### src/rtl/boot_pkg.sv
// Shared definitions for the boot loader controller: FSM state encoding,
// memory region sizes and small address helpers.
package boot_pkg;

    localparam int unsigned BOOT_DATA_W     = 32;
    localparam int unsigned BOOT_ADDR_W     = 32;
    localparam int unsigned BOOT_CNT_W      = 16;
    localparam int unsigned BOOT_RST_CYC    = 16;
    localparam int unsigned BOOT_IMEM_BYTES = 32'h0001_0000;
    localparam int unsigned BOOT_DMEM_BYTES = 32'h0001_0000;

    // Encoding is visible on state_led, so the values are fixed.
    typedef enum logic [1:0] {
        S_RUN    = 2'd0,
        S_DRAIN  = 2'd1,
        S_LOAD   = 2'd2,
        S_FINISH = 2'd3
    } state_e;

    // True when the byte offset within a word is zero.
    function automatic logic is_word_aligned(input logic [1:0] byte_off);
        return byte_off == 2'b00;
    endfunction

endpackage

### src/rtl/btn_sync_edge.sv
// Two-flop synchronizer for an asynchronous button plus a registered
// rising-edge detector. rise_o is a one-cycle pulse, 3 cycles after the
// button goes high.
// Ports:
//   clk    - clock
//   rst_n  - asynchronous active-low reset
//   btn_i  - raw asynchronous button level
//   rise_o - one-cycle pulse on a synchronized rising edge
module btn_sync_edge (
    input  logic clk,
    input  logic rst_n,
    input  logic btn_i,
    output logic rise_o
);

    logic meta_q;
    logic sync_q;
    logic prev_q;
    logic rise_q;

    // Synchronizer chain and edge register
    always_ff @(posedge clk or negedge rst_n) begin
        if (!rst_n) begin
            meta_q <= 1'b0;
            sync_q <= 1'b0;
            prev_q <= 1'b0;
            rise_q <= 1'b0;
        end else begin
            meta_q <= btn_i;
            sync_q <= meta_q;
            prev_q <= sync_q;
            rise_q <= sync_q & ~prev_q;
        end
    end

    assign rise_o = rise_q;

endmodule

### src/rtl/boot_load_ctrl.sv
// Boot load controller: stalls the CPU on a load request, clears the UART
// receiver, routes received words into IMEM or DMEM by address region and
// restarts the CPU when the UART reports completion. In RUN/DRAIN the CPU
// owns the memory write port (combinational pass-through); in LOAD/FINISH
// the loader drives it from registers.
// Ports:
//   clk, reset                          - clock, async active-low reset
//   load_btn                            - raw load-request button
//   uart_valid/addr/data/done           - word stream from the UART loader
//   uart_clear                          - one-cycle UART reset pulse
//   cpu_busy/we/addr/wdata              - CPU store status and write port
//   cpu_hold, cpu_rst                   - CPU stall and restart
//   imem_we, dmem_we, mem_addr, mem_wdata - shared memory write port
//   word_cnt, load_err, state_led       - load status
module boot_load_ctrl
    import boot_pkg::*;
#(
    parameter int unsigned DATA_W     = BOOT_DATA_W,
    parameter int unsigned ADDR_W     = BOOT_ADDR_W,
    parameter int unsigned IMEM_BYTES = BOOT_IMEM_BYTES,
    parameter int unsigned DMEM_BYTES = BOOT_DMEM_BYTES,
    parameter int unsigned RST_CYC    = BOOT_RST_CYC,
    parameter int unsigned CNT_W      = BOOT_CNT_W
) (
    input  logic              clk,
    input  logic              reset,
    input  logic              load_btn,
    input  logic              uart_valid,
    input  logic [ADDR_W-1:0] uart_addr,
    input  logic [DATA_W-1:0] uart_data,
    input  logic              uart_done,
    output logic              uart_clear,
    input  logic              cpu_busy,
    input  logic              cpu_we,
    input  logic [ADDR_W-1:0] cpu_addr,
    input  logic [DATA_W-1:0] cpu_wdata,
    output logic              cpu_hold,
    output logic              cpu_rst,
    output logic              imem_we,
    output logic              dmem_we,
    output logic [ADDR_W-1:0] mem_addr,
    output logic [DATA_W-1:0] mem_wdata,
    output logic [CNT_W-1:0]  word_cnt,
    output logic              load_err,
    output logic [1:0]        state_led
);

    localparam int unsigned       RC_W      = $clog2(RST_CYC) + 1;
    localparam logic [ADDR_W-1:0] IMEM_BASE = ADDR_W'(IMEM_BYTES);
    localparam logic [ADDR_W:0]   MEM_END   = (ADDR_W+1)'(IMEM_BYTES) + (ADDR_W+1)'(DMEM_BYTES);

    logic load_rise;

    state_e            state_q,      state_d;
    logic [CNT_W-1:0]  word_cnt_q,   word_cnt_d;
    logic              load_err_q,   load_err_d;
    logic              uart_clear_q, uart_clear_d;
    logic              ld_imem_we_q, ld_imem_we_d;
    logic              ld_dmem_we_q, ld_dmem_we_d;
    logic [ADDR_W-1:0] ld_idx_q,     ld_idx_d;
    logic [DATA_W-1:0] ld_wdata_q,   ld_wdata_d;
    logic [RC_W-1:0]   rst_cnt_q,    rst_cnt_d;
    logic              cpu_hold_q;
    logic              cpu_rst_q;

    logic uart_bad;
    logic uart_in_imem;

    btn_sync_edge u_load_btn (
        .clk    (clk),
        .rst_n  (reset),
        .btn_i  (load_btn),
        .rise_o (load_rise)
    );

    // Region decode of the incoming UART word
    assign uart_bad     = !is_word_aligned(uart_addr[1:0]) || ({1'b0, uart_addr} >= MEM_END);
    assign uart_in_imem = uart_addr < IMEM_BASE;

    // State and loader registers
    always_ff @(posedge clk or negedge reset) begin
        if (!reset) begin
            state_q      <= S_RUN;
            word_cnt_q   <= '0;
            load_err_q   <= 1'b0;
            uart_clear_q <= 1'b0;
            ld_imem_we_q <= 1'b0;
            ld_dmem_we_q <= 1'b0;
            ld_idx_q     <= '0;
            ld_wdata_q   <= '0;
            rst_cnt_q    <= '0;
            cpu_hold_q   <= 1'b0;
            cpu_rst_q    <= 1'b0;
        end else begin
            state_q      <= state_d;
            word_cnt_q   <= word_cnt_d;
            load_err_q   <= load_err_d;
            uart_clear_q <= uart_clear_d;
            ld_imem_we_q <= ld_imem_we_d;
            ld_dmem_we_q <= ld_dmem_we_d;
            ld_idx_q     <= ld_idx_d;
            ld_wdata_q   <= ld_wdata_d;
            rst_cnt_q    <= rst_cnt_d;
            cpu_hold_q   <= (state_d != S_RUN);
            cpu_rst_q    <= (state_d == S_FINISH);
        end
    end

    // Next-state and loader write capture
    always_comb begin
        state_d      = state_q;
        word_cnt_d   = word_cnt_q;
        load_err_d   = load_err_q;
        uart_clear_d = 1'b0;
        ld_imem_we_d = 1'b0;
        ld_dmem_we_d = 1'b0;
        ld_idx_d     = ld_idx_q;
        ld_wdata_d   = ld_wdata_q;
        rst_cnt_d    = '0;

        case (state_q)
            S_RUN: begin
                if (load_rise) begin
                    state_d = S_DRAIN;
                end
            end
            S_DRAIN: begin
                if (!cpu_busy) begin
                    uart_clear_d = 1'b1;
                    word_cnt_d   = '0;
                    load_err_d   = 1'b0;
                    state_d      = S_LOAD;
                end
            end
            S_LOAD: begin
                // A second button press aborts; any word that cycle is dropped.
                if (load_rise) begin
                    load_err_d = 1'b1;
                    state_d    = S_FINISH;
                end else begin
                    if (uart_valid) begin
                        if (uart_bad) begin
                            load_err_d = 1'b1;
                        end else begin
                            ld_imem_we_d = uart_in_imem;
                            ld_dmem_we_d = !uart_in_imem;
                            ld_idx_d     = uart_in_imem ? (uart_addr >> 2)
                                                        : ((uart_addr - IMEM_BASE) >> 2);
                            ld_wdata_d   = uart_data;
                            if (word_cnt_q != '1) begin
                                word_cnt_d = word_cnt_q + CNT_W'(1);
                            end
                        end
                    end
                    // The registered write lands in the first FINISH cycle.
                    if (uart_done) begin
                        state_d = S_FINISH;
                    end
                end
            end
            S_FINISH: begin
                if (rst_cnt_q == RC_W'(RST_CYC - 1)) begin
                    state_d = S_RUN;
                end else begin
                    rst_cnt_d = rst_cnt_q + RC_W'(1);
                end
            end
            default: begin
                state_d = S_RUN;
            end
        endcase
    end

    // Memory port mux: CPU pass-through in RUN/DRAIN, loader registers otherwise.
    // Address/data are zeroed when the CPU is not writing so the port idles at 0.
    always_comb begin
        imem_we   = 1'b0;
        dmem_we   = 1'b0;
        mem_addr  = '0;
        mem_wdata = '0;
        if (state_q == S_RUN || state_q == S_DRAIN) begin
            if (cpu_we && reset) begin
                dmem_we   = 1'b1;
                mem_addr  = (cpu_addr - IMEM_BASE) >> 2;
                mem_wdata = cpu_wdata;
            end
        end else begin
            imem_we   = ld_imem_we_q;
            dmem_we   = ld_dmem_we_q;
            mem_addr  = ld_idx_q;
            mem_wdata = ld_wdata_q;
        end
    end

    assign uart_clear = uart_clear_q;
    assign cpu_hold   = cpu_hold_q;
    assign cpu_rst    = cpu_rst_q;
    assign word_cnt   = word_cnt_q;
    assign load_err   = load_err_q;
    assign state_led  = state_q;

endmodule
### config.mk
export PLATFORM = sky130hd
export DESIGN_NAME = boot_load_ctrl
export DESIGN_NICKNAME = d
export VERILOG_FILES = /design/src/rtl/boot_pkg.sv /design/src/rtl/btn_sync_edge.sv /design/src/rtl/boot_load_ctrl.sv
export SDC_FILE = /design/constraint.sdc
export NUM_CORES = 1
export LEC_CHECK = 0
export CAP_MARGIN = 20
export CORE_MARGIN = 4
export CORE_UTILIZATION = 35
export CTS_CLUSTER_SIZE = 8
export DETAILED_ROUTE_END_ITERATION = 7
export HOLD_SLACK_MARGIN = 0.12
export PLACE_DENSITY = 0.71
export SLEW_MARGIN = 10
export SYNTH_ARGS = -nofsm -noshare
export SYNTH_HDL_FRONTEND = slang
export SYNTH_SLANG_ARGS = --single-unit
export TNS_END_PERCENT = 10
### constraint.sdc
create_clock -name clk -period 3.6 [get_ports clk]
set_input_delay 1.08 -clock clk [delete_from_list [all_inputs] [get_ports clk]]
set_output_delay 1.08 -clock clk [all_outputs]
set_load 0.03 [all_outputs]
* After elaboration in Yosys (flattened, before gate mapping) *
Index checks and enable logic that the tools add are counted.

storage, ports and cells
  register bits after elaboration = 97
  bits in read-only memories = 0
  memories kept = 0
  bits of input ports = 135
  memory bits (writable) = 0
  logic and storage cells = 87
  latch bits = 0

cells by class
  order comparisons = 2
  divide/modulo/power cells = 0
  $mul = 0
  reductions and logical operators = 12
  bitwise gates (word level) = 4
  add/sub/neg operators = 4
  shift operators = 0
  eq/ne operators = 13
  multiplexer cells = 37

operator list
  kind                                                                                    count
  32-bit 2-to-1 mux                                                                       3
  16-bit 2-to-1 mux                                                                       5
  32-bit by 17-bit subtractor with 32-bit output (second input constant)                  2
  30-bit 2-to-1 mux                                                                       2
  32-bit by 18-bit greater-or-equal comparator with 1-bit output (second input constant)  1
  32-bit by 17-bit < comparator with 1-bit output (second input constant)                 1
  16-bit one-hot mux with 2 select lines                                                  1
  1-bit 2-to-1 mux                                                                        17
  16-bit by 1-bit adder with 16-bit output (second input constant)                        1
  16-bit != test (second input constant)                                                  1
  2-bit 2-to-1 mux                                                                        5
  5-bit 2-to-1 mux                                                                        2
  2-bit != test (second input constant)                                                   5
  2-bit one-hot mux with 4 select lines                                                   1
  4-bit AND reduction                                                                     2
  2-bit == test (second input constant)                                                   3
  3-bit by 2-bit != test with 1-bit output (second input constant)                        2
  6-bit AND reduction                                                                     1
  5-bit by 1-bit adder with 5-bit output (second input constant)                          1
  5-bit by 4-bit == test with 1-bit output (second input constant)                        1
  2-bit logical NOT                                                                       2
  2-bit nonzero test                                                                      2
  1-bit inverter                                                                          3
  2-bit by 1-bit == test with 1-bit output (second input constant)                        1
  other kinds (5)                                                                         7

* Depth between registers and ports, before layout *
Gate-level depths: netlist of run 1.

  depth after elaboration = 7
  gate-level depth with buffers = 10
  depth with buffers taken out = 8

* Cells and area by module *
Synthesis of run 1 repeated with hierarchy kept, for this count alone.

second synthesis, totals
  cells, all modules = 467
  area, all modules = 4,974.8 um^2

by module, submodules not included
  module          area each (um^2)  cells an instance  times used
  boot_load_ctrl  4,860.9           462                1
  btn_sync_edge   113.9             5                  1

* Least setup slack after synthesis of run 1 *
OpenSTA, ideal clock, no wires.

  path kind = input port to output port
  from = input cpu_addr[27]
  to = output mem_addr[29]
  slack = -0.412 ns
  required time = 2.520 ns
  path buffers = 0
  arrival = 2.932 ns
  cell stages on the path = 5
  cell sequence = or4_1 -> or3_1 -> nor3_1 -> xnor2_1 -> o21ai_0

on the way
  cells in the longest elaborated chain, start to end = 3

ends and longest elaborated chain
  element                                         line                   RTL
  from (decl)                                     boot_load_ctrl.sv:35   input logic [ADDR_W-1:0] cpu_addr,
  32-bit by 17-bit subtractor with 32-bit output  boot_load_ctrl.sv:184  mem_addr = (cpu_addr - IMEM_BASE) >> 2;
  30-bit 2-to-1 mux                               boot_load_ctrl.sv:182  if (cpu_we && reset) begin
  32-bit 2-to-1 mux                               boot_load_ctrl.sv:181  if (state_q == S_RUN || state_q == S_DRAIN) begin
  to (decl)                                       boot_load_ctrl.sv:41   output logic [ADDR_W-1:0] mem_addr,

No other way between the ends.

* Worst setup path after layout of run 1 *
  from = input cpu_addr[25]
  to = output mem_addr[29]

The elaborated chain is that of the path after synthesis.

==> metrics.md, run 1 <==
| Metric | Value |
|---|---|
| # fillers | `1161` |
| Max Clock Freq | `271.3 MHz` |
| Worst path slowest cell | `or4_4` |
| Via density | `roughly 5.1` |
| Mux contribution to synthesized area | `10.83%` |
| Post-synth ARST share | `100.0%` |
| Clk sinks | `95` |
| Worst clock skew | `0.004798 ns` |
| Post-synth top cells | `95 x dfrtp_1, 59 x nand2_1, 46 x a22o_1, 46 x mux2_2, 27 x o21ai_0` |
| Delay-heaviest family, CP | `simple AND/OR/NAND/NOR gates` |
| Crit. Startpoint | `cpu_addr[25]` |
| CP Class | `primary input to output port` |
| Largest net degree at the start of global routing | `51` |
| Maximum vdd ir drop | `0.2302 mV` |
| Area grow syn2layout | `57.94%` |
| Min Tclk post-route | `roughly 3.7 ns` |
| Distinct cells, synth | `47` |
| Crit Path Max Fanout | `2` |
| Min-Delay Startpoint | `u_load_btn.meta_q` |
| FF+latch count, synth | `between 90 and 100` |
| Synth Area per Inst | `10.76 um2` |
| Post-synth EDFFs | `0` |
| WL/cell | `approximately 17 um` |
| Post-synth top flop | `dfrtp_1` |
| Netlist Area Pre-Place | `4876 um2` |
| Final wirelength | `15000 um` |
| Max Slew Vio Count | `0` |
| Footprint of the multi-input gates | `roughly 2400 um2` |
| WP data arrival | `2.61 ns` |
| Port buffer count | `around 220` |
| Critical R2R Launch | `state_led[1]` |
| Adder-cell share of the synthesized area | `around 1.3%` |
| Slew margin rel. | `58.03%` |
| DRC violations left | `0` |
| Core Area | `~13000 um2` |
| Sequential-to-total area share from yosys stat | `48.76%` |
| Final instance area | `7701 um2` |
| Worst min path class | `register to register` |
| Required time of the critical path | `about 2.5 ns` |
| Top-area cell type share of the netlist area | `48.76%` |
| CTS Buffer Depth | `2` |
| Largest family of logic cells by synthesized area | `simple AND/OR/NAND/NOR gates` |
| RSZ-0062 raised after global routing | `true` |
| Die X | `126.0 um` |
| Ratio of cells with drive above 1 in the final layout | `27.67%` |
| Final net count | `a little over 800` |
| Worst-Margin Slew | `0.6295 ns` |
| First-pass GRT wire length | `about 24000 um` |
| DR iter-0 viols | `roughly 190` |
| Failing checks | `negative setup slack` |
| Remaining Overflow, GRT | `0` |
| Critical Path Max Stage Delay | `approximately 0.54 ns` |
| Via count | `4400` |
| Run status | `finished with violations` |
| Clk pin slew, worst setup/hold paths | `~0.060 ns` |
| Pwr Density | `about 390 nW/um2` |
| Post-Syn Instances | `453` |
| Dominant cell type by area after synthesis | `dfrtp_1` |
| Compound-cell area share of the yosys netlist | `~15%` |
| Die Ht | `126.0 um` |
| Crit-path cells | `buf_6 > or4_4 > or3_4 > nor3_4 > xnor2_1 > o21ai_1 > buf_4` |
| Clock buffer count from CTS | `9` |
| Post-Synth XOR/XNOR Area | `3.233%` |
| Antenna viol nets, final | `0` |
| Startpoint Class | `primary input` |
| Initial antenna violation count | `0` |
| DRT Pass-1 Iters | `5` |
| CP bufs+invs | `2` |
| Hpwl dp | `around 12000 um` |
| Row count | `42` |
| N_diodes | `0` |
| Synth warn | `0` |
| Max-cap violation count | `0` |
| Die area | `15880 um2` |
| Sequential cell area | `2379 um2` |
| I/O pins | `223` |
| Lkg Pwr | `3.574 nW` |
| H-Tree Depth | `3` |
| Setup crit end kind | `output port` |
| Synth area leaders | `dfrtp_1 49%, mux2_2 11%, a22o_1 8.3%, nand2_1 4.5%, o21ai_0 2.8%` |
| Final hold violations | `0` |
| Clock latency on the worst-skew pair | `0.33 ns` |
| Post-synthesis simple-gate area fraction | `16.96%` |
| CTS tree | `built` |
| Finish-stage setup viols | `3` |
| Starting Density | `36.24%` |
| Fin crit share | `102.4%` |
| Count leader, synth | `dfrtp_1` |
| DP Worst Slack | `-0.5063 ns` |
| Total GRT Usage | `18.50%` |
| CTS hold repair buffers | `0` |
| GP Congestion | `0.9403` |
| Worst Setup Slack, final | `-0.08589 ns` |
| Root buffer cell | `clkbuf_16` |
| Number of global-route vias before repair | `between 4000 and 5000` |
| Placed Area | `7238 um2` |
## worst register-to-register path, stage by stage, from the launching register on
cell	delay, ns
dfrtp_2	0.41
buf_4	0.35
and2b_1	0.24
nand2_1	0.14
a211oi_4	0.32
a21oi_2	0.21
or4_1	0.54
a21oi_1	0.15
## metrics by stage
| stage | TNS [ns] | total power (W) | util (%) | std cells | hold WS (ns) |
|---|---|---|---|---|---|
| after detailed placement | -3.311 | 0.002021 | 53.80 | 848 | 0.3484 |
| after global routing | -0.7376 | 0.003125 | 57.25 | 870 | 0.3779 |
| after CTS | -0.3147 | 0.003014 | 56.99 | 869 | 0.3626 |
| after floorplan | -0.8065 | 0.001616 | - | 454 | 0.3312 |
| final | -0.1401 | 0.002983 | 57.25 | 870 | 0.3556 |
| after global placement | -2.834 | 0.002004 | 53.80 | 848 | 0.3372 |
## report_power, final
part           switching (W)  internal (W)  total, W
sequential         0.0000409       0.00112   0.00116
combinational       0.000491      0.000361  0.000852
clock               0.000382      0.000593  0.000975
## final cells by class
class | count | share of cell area (%)
Timing Repair Buffer | 251 | 30.15
Clock buffer | 13 | 3.509
Clock inverter | 3 | 0.5199
Inverter | 6 | 0.2924
Tap cell | 176 | 2.859
Multi-Input combinational cell | 326 | 31.78
Sequential cell | 95 | 30.89
## worst paths after layout
check	endpoint	slack (ns)	cells past startpoint
max in group asynchronous	ld_wdata_q[30]	1.69	3
worst min-delay path	u_load_btn.sync_q	0.36	0
worst min register to register	u_load_btn.sync_q	0.36	0
worst max-delay path	mem_addr[29]	-0.09	7
min in group asynchronous	word_cnt[1]	0.85	2
worst max register to register	word_cnt[11]	1.17	7
## registers in the layout, indices dropped and copies added (netlist names)
signal and flops:
cpu_rst 1, u_load_btn.prev_q 1, ld_imem_we_q 1, load_err 1, u_load_btn.meta_q 1, ld_idx_q 30, u_load_btn.sync_q 1, word_cnt 16
state_led 2, u_load_btn.rise_o 1, rst_cnt_q 5, uart_clear 1, ld_dmem_we_q 1, ld_wdata_q 32, cpu_hold 1
## metal layers
layer | GRT usage (%) | wire [um] | up-vias
met2 | 31.39 | 7390 | 162
li1 | - | - | 2115
met1 | 23.30 | 6330 | 2108
met5 | 0 | 0 | -
met4 | 6.246 | 246 | 0
met3 | 4.234 | 1036 | 15
## cell families after synthesis
group,Yosys count
muxes,47
xor gates and xnor gates,18
buffers and inverters,33
DFF,95
adders and majority gates,5
other,1
and+or+nand+nor,152
AOI/OAI and AO/OA,102
## cell usage in the layout, fill, tap and decap left out, types with 9 or more instances in the layout
cell type and count:
o21ai_0 15, and2_1 10, clkbuf_16 9, mux2_2 46
xnor2_1 11, a22o_1 46, nor2_1 14, a21oi_1 15
buf_4 92, nand2_1 56, dfrtp_1 94, clkdlybuf4s50_1 142
o21ai_1 12
## timing repair
item	CTS	global route
pin swaps	12	8
setup buffers	5	1
setup endpoints to repair	12	16
endpoints found under the hold margin	0	0
gates resized for setup	47	12
No activity file was read; power rests on OpenSTA's default activity.
==> run 2, diff against run 1 <==
- PLACE_DENSITY: 0.71 -> 0.7
- SYNTH_HIERARCHICAL: not set -> 1
==> metrics.md, run 2 <==
| Metric | Value |
|---|---|
| Clock share of power | `32.8%` |
| Worst Setup Slack, final | `-0.04164 ns` |
| Root buffer cell | `clkbuf_16` |
| Max Clock Freq | `274.6 MHz` |
| CTS tree | `built` |
| Slew margin rel. | `42.01%` |
| Distinct cells, synth | `52` |
| Clk pin slew, worst setup/hold paths | `0.07 ns` |
| Clock latency on the worst-skew pair | `0.34 ns` |
| Post-synth EDFFs | `0` |
| # fillers | `1196` |
| Post-synth top cells | `95 x dfrtp_1, 46 x a22o_1, 38 x nand2_1` |
| Via count | `4659` |
| Via density | `5.241` |
| Dominant cell type by area after synthesis | `dfrtp_1` |
| Psw | `0.0009022 W` |
| Die area | `16180 um2` |
| Required time of the critical path | `approximately 2.5 ns` |
| Top-area cell type share of the netlist area | `47.79%` |
| Post-synth ARST share | `100.0%` |
| I/O pins | `approximately 220` |
| Flop2flop setup slack | `1.05 ns` |
| Worst r2r path cells | `8` |
| CP Class | `primary input to output port` |
| Worst clock skew | `about 0.0072 ns` |
| Synth area leaders | `dfrtp_1 48%, mux2_2 8.1%, a22o_1 8.1%, mux2_4 3.0%, nand2_1 2.9%` |
| First-pass GRT wire length | `24430 um` |
| Min Tclk post-route | `3.642 ns` |
| DRC violations left | `0` |
| Port buffer count | `about 220` |
| WL/cell | `roughly 17 um` |
| Worst-Margin Slew | `0.8698 ns` |
| Count leader, synth | `dfrtp_1` |
| Failing checks | `negative setup slack` |
| Critical Path Sink | `mem_addr[29]` |
| Worst Hold Margin | `approximately 0.35 ns` |
| Sequential-to-total area share from yosys stat | `47.79%` |
| Lkg Pwr | `about 3.6 nW` |
| Ratio of cells with drive above 1 in the final layout | `between 20 and 30%` |
| Remaining Overflow, GRT | `0` |
| RSZ-0062 raised after global routing | `true` |
| Max FFs per register | `32` |
| Pwr Density | `~380 nW/um2` |
| Hpwl dp | `11750 um` |
| Netlist Area Pre-Place | `4975 um2` |
| Startpoint Class | `primary input` |
| Flop pwr share | `40.1%` |
| Initial antenna violation count | `0` |
| Critical R2R Launch | `state_led[1]` |
| Final hold violations | `0` |
| Crit. Startpoint | `cpu_addr[20]` |
| Total GRT Usage | `18.59%` |
| Clock buffer count from CTS | `9` |
| Synth Area per Inst | `10.65 um2` |
| Combinational fraction of design power | `between 20% and 30%` |
| Finish-stage setup viols | `2` |
| Setup crit end kind | `output port` |
| Antenna viol nets, final | `0` |
| Fin crit share | `101.2%` |
| Die X | `127.2 um` |
| Core Area | `13880 um2` |
| WP data arrival | `2.56 ns` |
| GP Congestion | `approximately 0.84` |
| Synth warn | `6` |
| Clk sinks | `95` |
| Crit Path Max Fanout | `4` |
| Internal power | `0.002062 W` |
| Number of global-route vias before repair | `just under 5000` |
| Post-synth top flop | `dfrtp_1` |
| Area grow syn2layout | `58.48%` |
| Starting Density | `35.84%` |
| CTS Buffer Depth | `2` |
| Run status | `finished with violations` |
| Largest Register | `ld_wdata_q` |
| Net Sw Frac | `30.44%` |
| Row count | `43` |
| Most common cell after layout, fill and taps aside | `clkdlybuf4s50_1` |
| DR iter-0 viols | `223` |
| N_diodes | `0` |
| Max-cap violation count | `0` |
| Reg2reg end | `word_cnt[3]` |
| FF+latch count, synth | `95` |
| H-Tree Depth | `3` |
| Most frequent cells in the layout | `142 x clkdlybuf4s50_1, 96 x buf_4, 94 x dfrtp_1` |
| Largest net degree at the start of global routing | `71` |
| Maximum vdd ir drop | `0.2273 mV` |
| DRT Pass-1 Iters | `4` |
| Post-Syn Instances | `467` |
| Max Slew Vio Count | `0` |
| Final net count | `844` |
| Worst min path class | `register to register` |
| Die Ht | `127.2 um` |
| Final wirelength | `15300 um` |
| Setup TNS Final | `-0.04304 ns` |
[run 2: cell count changes in the layout (fill, tap and decap cells not counted), moves of 6 or more]
cell / change
a21o_1: +6
inv_1: +10
nor3_1: +10
dlygate4sd2_1: -7
o22a_1: +8
nand2_1: -20
mux2_4: +10
nor4_1: +10
mux2_2: -10
[run 2: critical path, stage by stage]
cell and delay (ns):
buf_4 0.12, nor4_4 0.27, buf_4 0.18, nand2_2 0.11, buf_6 0.15, nor3b_4 0.18
xnor2_1 0.11, o21ai_1 0.16, buf_4 0.19
[run 2: layer usage]
metal / part of all wire, % / up-vias / track usage (%)
met2: 49 / 204 / 31.72
li1: - / 2193 / -
met5: 0 / - / 0
met3: 6.3 / 31 / 3.135
met1: 42 / 2231 / 23.39
met4: 2.6 / 0 / 7.760
[run 2: cell type report]
cell class                 count  area [um2]  share of cell area (%)
clock buffer                  11       252.7                   3.206
tap                          180       225.2                   2.857
multi-input combinational    324        2529                   32.07
sequential                    95        2379                   30.17
timing repair buffer         256        2370                   30.06
inverter                      18       72.57                  0.9205
clock inverter                 5       56.30                  0.7142
[run 2: kinds of logic (layout without fill, tap and decap cells)]
logic type,after synthesis,after routing,share of synthesized area [%]
AOI/OAI and AO/OA,120,120,18.39
xor gates and xnor gates,15,15,2.641
adders and majority gates,5,5,1.258
buffers and inverters,49,290,4.376
DFF,95,95,47.79
muxes,48,48,11.57
other,1,2,0.07538
and+or+nand+nor,134,134,13.91
[run 2: repair_timing]
item / in CTS / in global routing
resized for setup: 62 / 19
setup buffers: 2 / 2
endpoints found under the setup margin: 13 / 7
pin swaps: 11 / 14
hold buffers: 0 / 0
[run 2: power by group through the flow]
stage	logic [W]	clock network [W]	registers, W
2_1_floorplan	0.000350	0	0.00125
3_3_place_gp	0.000771	0	0.00120
3_5_place_dp	0.000786	0	0.00121
4_1_cts	0.000796	0.00100	0.00119
5_1_grt	0.000867	0.00104	0.00120
6_report	0.000804	0.000971	0.00119
[run 2: worst min path at each step]
stage / startpoint / endpoint / slack (ns) / cells past startpoint
6_report: u_load_btn/meta_q / u_load_btn/sync_q / 0.35 / 0
5_1_grt: u_load_btn/meta_q / u_load_btn/sync_q / 0.36 / 0
4_1_cts: u_load_btn/meta_q / u_load_btn/sync_q / 0.36 / 0
3_5_place_dp: u_load_btn/meta_q / u_load_btn/sync_q / 0.34 / 0
3_3_place_gp: u_load_btn/meta_q / u_load_btn/sync_q / 0.34 / 0
2_1_floorplan: u_load_btn/meta_q / u_load_btn/sync_q / 0.33 / 0
[run 2: stage by stage]
stage	utilization [%]	setup slack (ns)	instance area, um2	power [W]	cells
detailed placement	53.34	-0.5029	7403	0.001992	869
global placement	53.34	-0.4317	7403	0.001976	869
finish	56.80	-0.04164	7884	0.002964	889
floorplan	-	-0.1379	4979	0.001595	468
global route	56.80	-0.1002	7884	0.003107	889
CTS	56.13	-0.04068	7791	0.002983	887
==> run 3, diff against run 2 <==
- CAP_MARGIN: 20 -> 10
==> results of run 3 <==
The final DEF is identical to that of run 2; final timing and power are the same.
